File: config.mk
export PLATFORM = sky130hd
export DESIGN_NAME = calc_sequencer
export DESIGN_NICKNAME = d
export VERILOG_FILES = /design/src/rtl/calc_sequencer.sv
export SDC_FILE = /design/constraint.sdc
export NUM_CORES = 1
export LEC_CHECK = 0
export CAP_MARGIN = 20
export CORE_ASPECT_RATIO = 0.75
export CORE_UTILIZATION = 25
export CTS_BUF_LIST = sky130_fd_sc_hd__clkbuf_8
export CTS_CLUSTER_SIZE = 24
export DETAILED_ROUTE_END_ITERATION = 8
export SYNTH_ARGS = -nofsm -noshare
export SYNTH_HDL_FRONTEND = slang
export SYNTH_SLANG_ARGS = --single-unit
File: constraint.sdc
create_clock -name clk -period 3.5 [get_ports clk]
set_clock_uncertainty 0.2 [all_clocks]
set_input_delay 0.525 -clock clk [delete_from_list [all_inputs] [get_ports clk]]
set_output_delay 0.525 -clock clk [all_outputs]
set_load 0.01 [all_outputs]
File: src/rtl/calc_sequencer.sv
// Button sequencer for the 8-bit add/subtract datapath: turns button rises
// into load / operation-select / execute / show control for the datapath.
module calc_sequencer #(
    parameter int TIMEOUT_TICKS = 1000,
    parameter int CNT_W         = 10
) (
    input  logic       clk,
    input  logic       reset,
    input  logic       tick,
    input  logic       btn_load,
    input  logic       btn_op,
    input  logic       btn_eq,
    input  logic       btn_clr,
    output logic       load,
    output logic       add_sub,
    output logic       select,
    output logic       done,
    output logic       busy,
    output logic [2:0] state_o
);

    typedef enum logic [2:0] {
        IDLE   = 3'd0,
        LOAD_A = 3'd1,
        WAIT_B = 3'd2,
        EXEC   = 3'd3,
        SHOW   = 3'd4
    } state_t;

    localparam logic [CNT_W-1:0] CNT_LAST = CNT_W'(TIMEOUT_TICKS - 1);

    state_t           state, state_nx;
    logic             add_sub_nx;
    logic [CNT_W-1:0] cnt, cnt_nx;
    logic             btn_load_q, btn_op_q, btn_eq_q, btn_clr_q;
    logic             rise_load_p1, rise_op_p1, rise_eq_p1, rise_clr_p1;
    logic             any_rise, timeout_hit;

    // Stage p1: registered button rises; the _q copies reset high so a
    // button held through reset never produces an event.
    always_ff @(posedge clk) begin
        if (reset) begin
            btn_load_q   <= 1'b1;
            btn_op_q     <= 1'b1;
            btn_eq_q     <= 1'b1;
            btn_clr_q    <= 1'b1;
            rise_load_p1 <= 1'b0;
            rise_op_p1   <= 1'b0;
            rise_eq_p1   <= 1'b0;
            rise_clr_p1  <= 1'b0;
        end else begin
            btn_load_q   <= btn_load;
            btn_op_q     <= btn_op;
            btn_eq_q     <= btn_eq;
            btn_clr_q    <= btn_clr;
            rise_load_p1 <= btn_load & ~btn_load_q;
            rise_op_p1   <= btn_op & ~btn_op_q;
            rise_eq_p1   <= btn_eq & ~btn_eq_q;
            rise_clr_p1  <= btn_clr & ~btn_clr_q;
        end
    end

    assign any_rise    = rise_load_p1 | rise_op_p1 | rise_eq_p1 | rise_clr_p1;
    assign timeout_hit = tick && (cnt == CNT_LAST);

    always_comb begin
        state_nx   = state;
        add_sub_nx = add_sub;
        cnt_nx     = '0;
        if (rise_clr_p1) begin
            state_nx   = IDLE;
            add_sub_nx = 1'b1;
        end else begin
            case (state)
                IDLE:   if (rise_load_p1) state_nx = LOAD_A;
                LOAD_A: if (tick) state_nx = WAIT_B;
                WAIT_B, SHOW: begin
                    if (rise_op_p1) add_sub_nx = ~add_sub;
                    if (rise_load_p1)
                        state_nx = LOAD_A;
                    else if (rise_eq_p1 && state == WAIT_B)
                        state_nx = EXEC;
                    else if (!any_rise && timeout_hit)
                        state_nx = IDLE;
                    // Any button activity restarts the inactivity count.
                    if (any_rise || timeout_hit)
                        cnt_nx = '0;
                    else if (tick)
                        cnt_nx = cnt + 1'b1;
                    else
                        cnt_nx = cnt;
                end
                EXEC:    state_nx = SHOW;
                default: state_nx = IDLE;
            endcase
        end
    end

    // Stage p2: state and outputs decoded from the next state, all registered.
    always_ff @(posedge clk) begin
        if (reset) begin
            state   <= IDLE;
            add_sub <= 1'b1;
            cnt     <= '0;
            load    <= 1'b0;
            select  <= 1'b0;
            done    <= 1'b0;
            busy    <= 1'b0;
        end else begin
            state   <= state_nx;
            add_sub <= add_sub_nx;
            cnt     <= cnt_nx;
            load    <= (state_nx == LOAD_A);
            select  <= (state_nx == EXEC) || (state_nx == SHOW);
            done    <= (state_nx == EXEC);
            busy    <= (state_nx != IDLE);
        end
    end

    assign state_o = state;

endmodule

==> results.md, run 1 <==
* Unrepaired setup endpoints after global routing: false
* DR iter-0 viols at 37
* Vias in the first global route at 742
* Number of hold violations in the final report at 0
* Synth Instances at 111
* First-pass GRT wire length at 3236 um
* Clk slew on worst S/H paths at 0.08 ns
* Peak VDD IR at 0.1251 mV
* Area share of fa/ha/maj cells after synthesis at 0.01174
* Fill count at 420
* P per Cell Area at 388.7 nW/um^2
* Mux contribution to synthesized area at 0.009390
* Core ar. at 4079 sq um
* Crit. End Element: flip-flop
* R2R Path End: cnt[3]$_SDFFE_PP0P_
* Post-layout minimum cycle time at 2.290 ns
* Clock Path Buffers at 2
* H-tree depth at 1
* Largest net degree at the start of global routing at 14
* DR vias at 784
* GPL Wtd Cong at 0.8142
* Global route overflow at 0
* Max FO, Critical Path at 10
* Initial antenna violation count at 0
* Final setup vio count at 0
* Area used by multi-input combinational logic at 513.0 sq um
* Critical Path Max Stage Delay at 0.69 ns
* Post-synth EDFFs at 0
* Status: finished clean
* CP top delay family: compound AO/OA/AOI/OAI gates
* Critical path class: input port to flip-flop
* HP Class: flip-flop to flip-flop
* Total CTS buffers at 3
* Chip height at 58.55 um
* Row count at 20
* R2R setup slack at 1.54 ns
* Synth Net Count at 119
* Cell with the most instances after synthesis: dfxtp_1
* Fin. max-slew vios at 0
* Post-synth top cells: dfxtp_1, nor2_1, nand2_1, xnor2_1, nor3_1
* Stages on the worst setup path at 4
* Syn Area/Cell at 9.604 sq um
* Clk sink count at 26
* Simple-Gate Fraction of Synth Area at 0.2923
* CTS Root Cell: clkbuf_8
* Worst slew pin tran at 0.6918 ns
* Layout cell share with drive strength beyond 1 at 0.09756
* Pre-antenna DRT Iters at 4
* Complex-gate fraction of the synthesized area at 0.07746
* Routed WL per cell at 10.66 um
* FMAX at 436.7 MHz
* Critical-path cell list: clkdlybuf4s50_1 > nand3_1 > o31ai_2 > nor2_1
* Synth area leaders: dfxtp_1, xnor2_1, nor2_1, nor3b_1, nor3_1
* Core Util, Final at 0.3175
* CP Buf/Inv Count at 1
* Initial Util at 0.2613
* Reg2Reg Depth at 4
* Max Cap Violations at 0
* IO buf count at 14
* Layout area overhead at 21.48%
* Share of the synthesized area in the top cell type at 0.4883
* Slowest CP cell: o31ai_2
* Total Power at 0.5034 mW
* Worst setup path endpoint: cnt[3]$_SDFFE_PP0P_
* Post-synthesis xor/xnor area fraction at 0.09038
* Register area share after synthesis at 0.4883
* Primary FF master, synth: dfxtp_1
* HPWL Detailed at 1412 um
* DR DRC count at 0
* Setup tns final at 0 ns
* Tot GR Track Use at 0.09251
* Yosys warnings at 0
* IO Count at 15
* Fraction of registers with async set/reset at 0
* Register Area at 520.5 sq um
* Worst skew pair latency at 0.27 ns
* Via density at 4.404
* Nets@finish at 133
* Worst slew margin at 0.5360
* CTS resizes at 0
* Post-CTS Setup Bufs at 0
* Total Wirelength at 1897 um
* Hold_buf cts at 0
* Synth cell types at 31
* Worst Setup SP: tick
* CTS tree: done
* # diodes at 0
* Largest family of logic cells by synthesized area: simple AND/OR/NAND/NOR gates
* Leak at 0.4221 nW
* Startpoint Class: input port
* Post-route antenna net violation count at 0
* CP required at 3.44 ns
* Synthesized area at 1066 sq um
* Area leader, netlist: dfxtp_1
* Synth Register Bits at 26
* Die area at 4532 sq um
* Crit path DAT at 2.23 ns
* FF-to-FF Start: cnt[0]$_SDFFE_PP0P_
* Die X at 77.40 um
* Tcrit/Tclk final at 0.6543
layer usage:
metal	wire, um	GRT usage	vias to the layer above
li1	-	-	403
met1	945	0.1072	361
met2	838	0.1530	15
met3	50	0.01860	5
met4	63	0.07278	0
met5	0	0	-
cell usage in the layout, fill, tap and decap left out, types with 2 or more instances in the layout:
cell type        instances
clkdlybuf4s50_1         14
nor3_1                   6
clkbuf_8                 3
a21oi_1                  2
inv_1                    3
xor2_1                   3
nand4_1                  3
nor2_1                  16
dfxtp_1                 26
nand2_1                  8
xnor2_1                  8
nand2b_1                 3
nor3b_1                  5
or3b_1                   2
or2_2                    4
nand3_1                  2
metrics by stage:
step                      hold WS, ns  area [sq um]  std cells  worst slack, ns
after floorplan                0.1729          1066        111            1.642
after global placement         0.1842          1254        175           0.9994
after detailed placement       0.1810          1254        175           0.8946
after CTS                      0.1921          1295        178            1.203
after global routing           0.2034          1295        178            1.056
final                          0.1915          1295        178            1.210
how the worst min path moves through the flow:
stage,to,slack (ns),depth (start not counted),startpoint
CTS,rise_load_p1$_SDFF_PP0_,0.19,1,btn_load_q$_SDFF_PP1_
floorplan,rise_clr_p1$_SDFF_PP0_,0.17,1,btn_clr_q$_SDFF_PP1_
global route,rise_load_p1$_SDFF_PP0_,0.20,1,btn_load_q$_SDFF_PP1_
detailed placement,rise_load_p1$_SDFF_PP0_,0.18,1,btn_load_q$_SDFF_PP1_
finish,rise_load_p1$_SDFF_PP0_,0.19,1,btn_load_q$_SDFF_PP1_
global placement,rise_eq_p1$_SDFF_PP0_,0.18,1,btn_eq_q$_SDFF_PP1_
power by group:
part / internal (mW) / total [mW] / switching, mW / leakage, nW
Clock: 0.0772 / 0.165 / 0.0880 / 0.0216
Combinational: 0.0186 / 0.0320 / 0.0134 / 0.189
Sequential: 0.302 / 0.306 / 0.00444 / 0.211
final cells by class:
| type | instances | area share |
|---|---|---|
| clock buffer | 3 | 0.03188 |
| inverter | 3 | 0.008696 |
| multi-input combinational | 77 | 0.3961 |
| sequential | 26 | 0.4019 |
| tap | 55 | 0.05314 |
| timing repair buffer | 14 | 0.1082 |
sequential cells by signal, indices dropped and copies added (netlist names):
signal,cells
btn_load_q,1
rise_clr_p1,1
rise_eq_p1,1
done,1
state_o,3
load,1
busy,1
btn_op_q,1
btn_eq_q,1
rise_load_p1,1
cnt,10
rise_op_p1,1
btn_clr_q,1
select,1
add_sub,1
kinds of logic after synthesis:
| kind of cell | after synthesis |
|---|---|
| flip-flops | 26 |
| adder cells (fa/ha/maj) | 1 |
| buffers and inverters | 8 |
| AND/OR/NAND/NOR | 54 |
| XOR/XNOR | 11 |
| multiplexers | 1 |
| AO/OA/AOI/OAI | 10 |
(Power assumes the default switching activity.)
==> run 2, diff against run 1 <==
==> constraint.sdc (replaced) <==
create_clock -name clk -period 2.05 [get_ports clk]
set_clock_uncertainty 0.2 [all_clocks]
set_input_delay 0.3075 -clock clk [delete_from_list [all_inputs] [get_ports clk]]
set_output_delay 0.3075 -clock clk [all_outputs]
set_load 0.01 [all_outputs]
==> run 2 against run 1 <==
  * Combinational power rose by 82%
  * Cell area rose by 4.6%
  * Die area did not move
  * Core utilization rose by 1.5 points
  * Setup slack got worse by 1.1 ns
  * First-iteration DRC count fell by 81%
  * Total power rose by 98%
  * Cell count rose by 2.8%
  * Largest cell class unchanged
==> results.md, run 2 (synthesized netlist as in run 1, its figures left out) <==
* Status: finished clean
* Critical path class: flip-flop to output pin
* Via density at 4.399
* Layout area overhead at 27.11%
* Most flops, register: cnt
* Critical Path Max Stage Delay at 0.61 ns
* Slowest CP cell: clkdlybuf4s50_1
* CTS tree: done
* Clk slew on worst S/H paths at 0.09 ns
* Peak VDD IR at 0.2286 mV
* Worst skew pair latency at 0.27 ns
* Clk sink count at 26
* Initial antenna violation count at 0
* P per Cell Area at 734.3 nW/um^2
* Post-layout minimum cycle time at 1.905 ns
* Cell count after placement at 179
* Largest net degree at the start of global routing at 16
* CP top delay family: buffers and inverters
* Unrepaired setup endpoints after global routing: false
* Fin cells at 183
* GR Layer Usage met2 at 0.1770
* Reg2Reg Depth at 4
* Initial Util at 0.2613
* Max FFs per register at 10
* Vias in the first global route at 820
* Number of hold violations in the final report at 0
* CP required at 1.54 ns
* GPL Wtd Cong at 0.8261
* Final setup vio count at 0
* Startpoint Class: flip-flop
* CP Buf/Inv Count at 1
* Crit path DAT at 1.40 ns
* IO buf count at 14
* CTS resizes at 0
* # diodes at 0
* Final Cell Area at 1355 sq um
* H-tree depth at 1
* DR vias at 805
* Worst slew pin tran at 0.3339 ns
* Commonest non-fill, non-tap cell in the layout: dfxtp_1
* Row count at 20
* Global route overflow at 0
* Tcrit/Tclk final at 0.9292
* Worst slew margin at 0.7771
* Die area at 4532 sq um
* HPWL Detailed at 1449 um
* Total Wirelength at 1887 um
* DR DRC count at 0
* Stages on the worst setup path at 1
* Hold_buf cts at 0
* Routed WL per cell at 10.31 um
* Die X at 77.40 um
* Leak at 0.4542 nW
* First-pass GRT wire length at 3394 um
* DR iter-0 viols at 7
* Post-DP Area at 1284 sq um
* HP Class: flip-flop to flip-flop
* Critical-path cell list: clkdlybuf4s50_1
* Chip height at 58.55 um
* Pre-antenna DRT Iters at 3
* Clock Path Buffers at 2
* Total CTS buffers at 3
* Post-route antenna net violation count at 0
* Commonest cells after routing, fill and taps aside: dfxtp_1, nor2_1, clkdlybuf4s50_1
* FMAX at 525.0 MHz
* Worst Hold Depth at 1
* Layout cell share with drive strength beyond 1 at 0.1328
* Grt peak-use layer: met2
* Core ar. at 4079 sq um
* R2R setup slack at 0.18 ns
* Fin. max-slew vios at 0
* Tot GR Track Use at 0.09461
* Nets@finish at 137
* Max FO, Critical Path at 10
* GR met3 Demand/Resource at 0.02791
* Crit. End Element: output pin
* Post-CTS Setup Bufs at 0
* CTS Root Cell: clkbuf_8
* Met1 GRT Util at 0.1046
* IO Count at 15
* Max Cap Violations at 0
==> run 2: changes by cell type in the layout (fill, tap and decap cells not counted), sizes merged <==
cell	before	now
buf	0	4
bufinv	0	1
==> run 2: power breakdown <==
part / leakage (nW) / total, mW / internal (mW) / switching, mW
combinational: 0.207 / 0.0581 / 0.0346 / 0.0236
clock: 0.0357 / 0.414 / 0.261 / 0.153
sequential: 0.211 / 0.523 / 0.515 / 0.00763
total: 0.454 / 0.995 / 0.811 / 0.184
==> run 2: metrics by stage <==
stage            util  worst slack, ns  power [mW]   TNS, ns  hold WS (ns)
3_5_place_dp   0.3147         -0.01956      0.5936  -0.01956        0.1807
3_3_place_gp   0.3147          0.03974      0.5923         0        0.1824
4_1_cts        0.3322           0.1224       1.012         0        0.1940
2_1_floorplan       -           0.2920      0.5657         0        0.1729
5_1_grt        0.3322          0.05429       1.035         0        0.2325
6_report       0.3322           0.1451      0.9951         0        0.1951
==> run 2: layer usage <==
| metal | up-vias | wire length (um) |
|---|---|---|
| li1 | 411 | - |
| met1 | 379 | 880 |
| met2 | 13 | 930 |
| met3 | 2 | 58 |
| met4 | 0 | 17 |
| met5 | - | 0 |
==> run 2: final timing paths <==
path	startpoint	to
max	state_o[1]$_SDFF_PP0_	state_o[1]
min	btn_op_q$_SDFF_PP1_	rise_op_p1$_SDFF_PP0_
max reg2reg	rise_clr_p1$_SDFF_PP0_	busy$_SDFF_PP0_
min reg2reg	btn_op_q$_SDFF_PP1_	rise_op_p1$_SDFF_PP0_
==> run 2: area by class of cell <==
class,instances,area [sq um]
sequential,26,520.5
clock buffer,3,41.29
tap,55,68.82
multi-input combinational,77,513.0
clock inverter,1,30.03
fill,423,2724
timing repair buffer,18,170.2
inverter,3,11.26
==> run 3, diff against run 2 <==
--- a/config.mk
+++ b/config.mk
@@ -7,10 +7,12 @@
 export LEC_CHECK = 0
 export CAP_MARGIN = 20
 export CORE_ASPECT_RATIO = 0.75
-export CORE_UTILIZATION = 25
+export CORE_UTILIZATION = 45
 export CTS_BUF_LIST = sky130_fd_sc_hd__clkbuf_8
 export CTS_CLUSTER_SIZE = 24
 export DETAILED_ROUTE_END_ITERATION = 8
+export PLACE_DENSITY = 0.7
+export SLEW_MARGIN = 20
 export SYNTH_ARGS = -nofsm -noshare
 export SYNTH_HDL_FRONTEND = slang
 export SYNTH_SLANG_ARGS = --single-unit
==> run 3 against run 2 <==
  * Cell count decreased by 12%
  * Wire length down 0.69%
  * Global-route usage increased by 8.0 points
  * Total power decreased by 9.2%
  * Count of clock-buffer cells in the layout increased by 1
  * Critical path depth did not move
  * Cell area is 2.8% lower
  * Critical path type unchanged
  * Critical endpoint unchanged
==> results.md, run 3 (synthesized netlist as in run 1, its figures left out) <==
* Status: finished clean
* CP top delay family: buffers and inverters
* First-pass GRT wire length at 3222 um
* FMAX at 523.7 MHz
* HP Class: flip-flop to flip-flop
* Initial Util at 0.5030
* CTS Root Cell: clkbuf_8
* P per Cell Area at 685.7 nW/um^2
* DR vias at 816
* Setup tns final at 0 ns
* Layout cell share with drive strength beyond 1 at 0.1395
* Via density at 5.068
* Commonest non-fill, non-tap cell in the layout: dfxtp_1
* Clk sink count at 26
* Tot GR Track Use at 0.1746
* Tcrit/Tclk final at 0.9315
* Pre-antenna DRT Iters at 4
* Max FO, Critical Path at 10
* Unrepaired setup endpoints after global routing: false
* IO buf count at 14
* Leak at 0.4526 nW
* Startpoint Class: flip-flop
* Total Wirelength at 1874 um
* Max FFs per register at 10
* Slowest CP cell: clkdlybuf4s50_1
* R2R setup slack at 0.17 ns
* Worst slew margin at 0.7692
* Routed WL per cell at 11.64 um
* Max Cap Violations at 0
* Reg2Reg Depth at 4
* CTS tree: done
* Area used by multi-input combinational logic at 513.0 sq um
* Worst slew pin tran at 0.3458 ns
* Clock Path Buffers at 2
* CP required at 1.54 ns
* Global route overflow at 0
* Chip height at 44.15 um
* Worst hold slack at 0.1953 ns
* Vias in the first global route at 753
* Core ar. at 2120 sq um
* Fin. max-slew vios at 0
* DR iter-0 viols at 18
* CTS resizes at 0
* Critical Path Max Stage Delay at 0.60 ns
* IO Count at 15
* Fill count at 200
* Post-route antenna net violation count at 0
* GPL Wtd Cong at 0.8097
* Die X at 58.20 um
* Post-CTS Setup Bufs at 0
* Row count at 14
* Worst skew pair latency at 0.27 ns
* Critical path class: flip-flop to output pin
* Post-layout minimum cycle time at 1.910 ns
* Layout area overhead at 23.59%
* Clk slew on worst S/H paths at 0.08 ns
* Register Area at 520.5 sq um
* Peak VDD IR at 0.6590 mV
* Final setup vio count at 0
* DR DRC count at 0
* Crit path DAT at 1.40 ns
* H-tree depth at 1
* Nets@finish at 138
* CP Buf/Inv Count at 1
* Initial antenna violation count at 0
* Critical-path cell list: clkdlybuf4s50_1
* Stages on the worst setup path at 1
* Die area at 2570 sq um
* Commonest cells after routing, fill and taps aside: dfxtp_1, nor2_1, clkdlybuf4s50_1
* Post-DP Area at 1262 sq um
* Total CTS buffers at 3
* Number of hold violations in the final report at 0
* # diodes at 0
* Worst Hold Depth at 1
* Crit. End Element: output pin
* Hold_buf cts at 0
* Largest net degree at the start of global routing at 15
* Final Cell Area at 1318 sq um
* Most flops, register: cnt
* HPWL Detailed at 1372 um
## run 3: cell count changes in the layout (fill, tap and decap cells not counted), sizes merged
| cell | delta |
|---|---|
| buf | +1 |
| bufinv | -1 |
| clkbuf | +1 |
## run 3: per-layer routing
layer,up-vias,track usage,part of all wire
met5,-,0,0
met4,0,0.08571,0.015
met3,4,0.06140,0.062
met2,32,0.2690,0.41
met1,366,0.2202,0.51
li1,414,-,-
## run 3: area by class of cell
type	instances	share of cell area
Clock buffer	4	0.04179
Inverter	3	0.008547
Multi-Input combinational cell	77	0.3894
Sequential cell	26	0.3951
Tap cell	32	0.03039
Timing Repair Buffer	19	0.1349
## run 3: final timing paths
kind	to	startpoint
setup / recovery	state_o[1]	state_o[1]$_SDFF_PP0_
hold / removal	rise_eq_p1$_SDFF_PP0_	btn_eq_q$_SDFF_PP1_
setup reg to reg	select$_SDFF_PP0_	rise_clr_p1$_SDFF_PP0_
hold reg to reg	rise_eq_p1$_SDFF_PP0_	btn_eq_q$_SDFF_PP1_
## run 3: worst register-to-register path, cell delays in order (launching register included)
cell and delay, ns:
dfxtp_1 0.33, or4_4 0.56, nor4_4 0.31, a2bb2oi_2 0.24
o32ai_1 0.13
## run 3: power breakdown
group	leakage [nW]	switching (mW)	internal, mW	total (mW)
clock	0.0288	0.149	0.172	0.321
combinational	0.213	0.0259	0.0356	0.0615
sequential	0.211	0.00610	0.515	0.521
total	0.453	0.181	0.722	0.903
## run 3: through the flow
| stage | setup WS (ns) | util | total power, mW | cells |
|---|---|---|---|---|
| floorplan | 0.2920 | - | 0.5657 | 111 |
| global placement | 0.03559 | 0.5956 | 0.5931 | 157 |
| detailed placement | -0.03846 | 0.5956 | 0.5941 | 157 |
| CTS | 0.1354 | 0.6216 | 0.9159 | 161 |
| global route | 0.07461 | 0.6216 | 0.9422 | 161 |
| finish | 0.1405 | 0.6216 | 0.9034 | 161 |
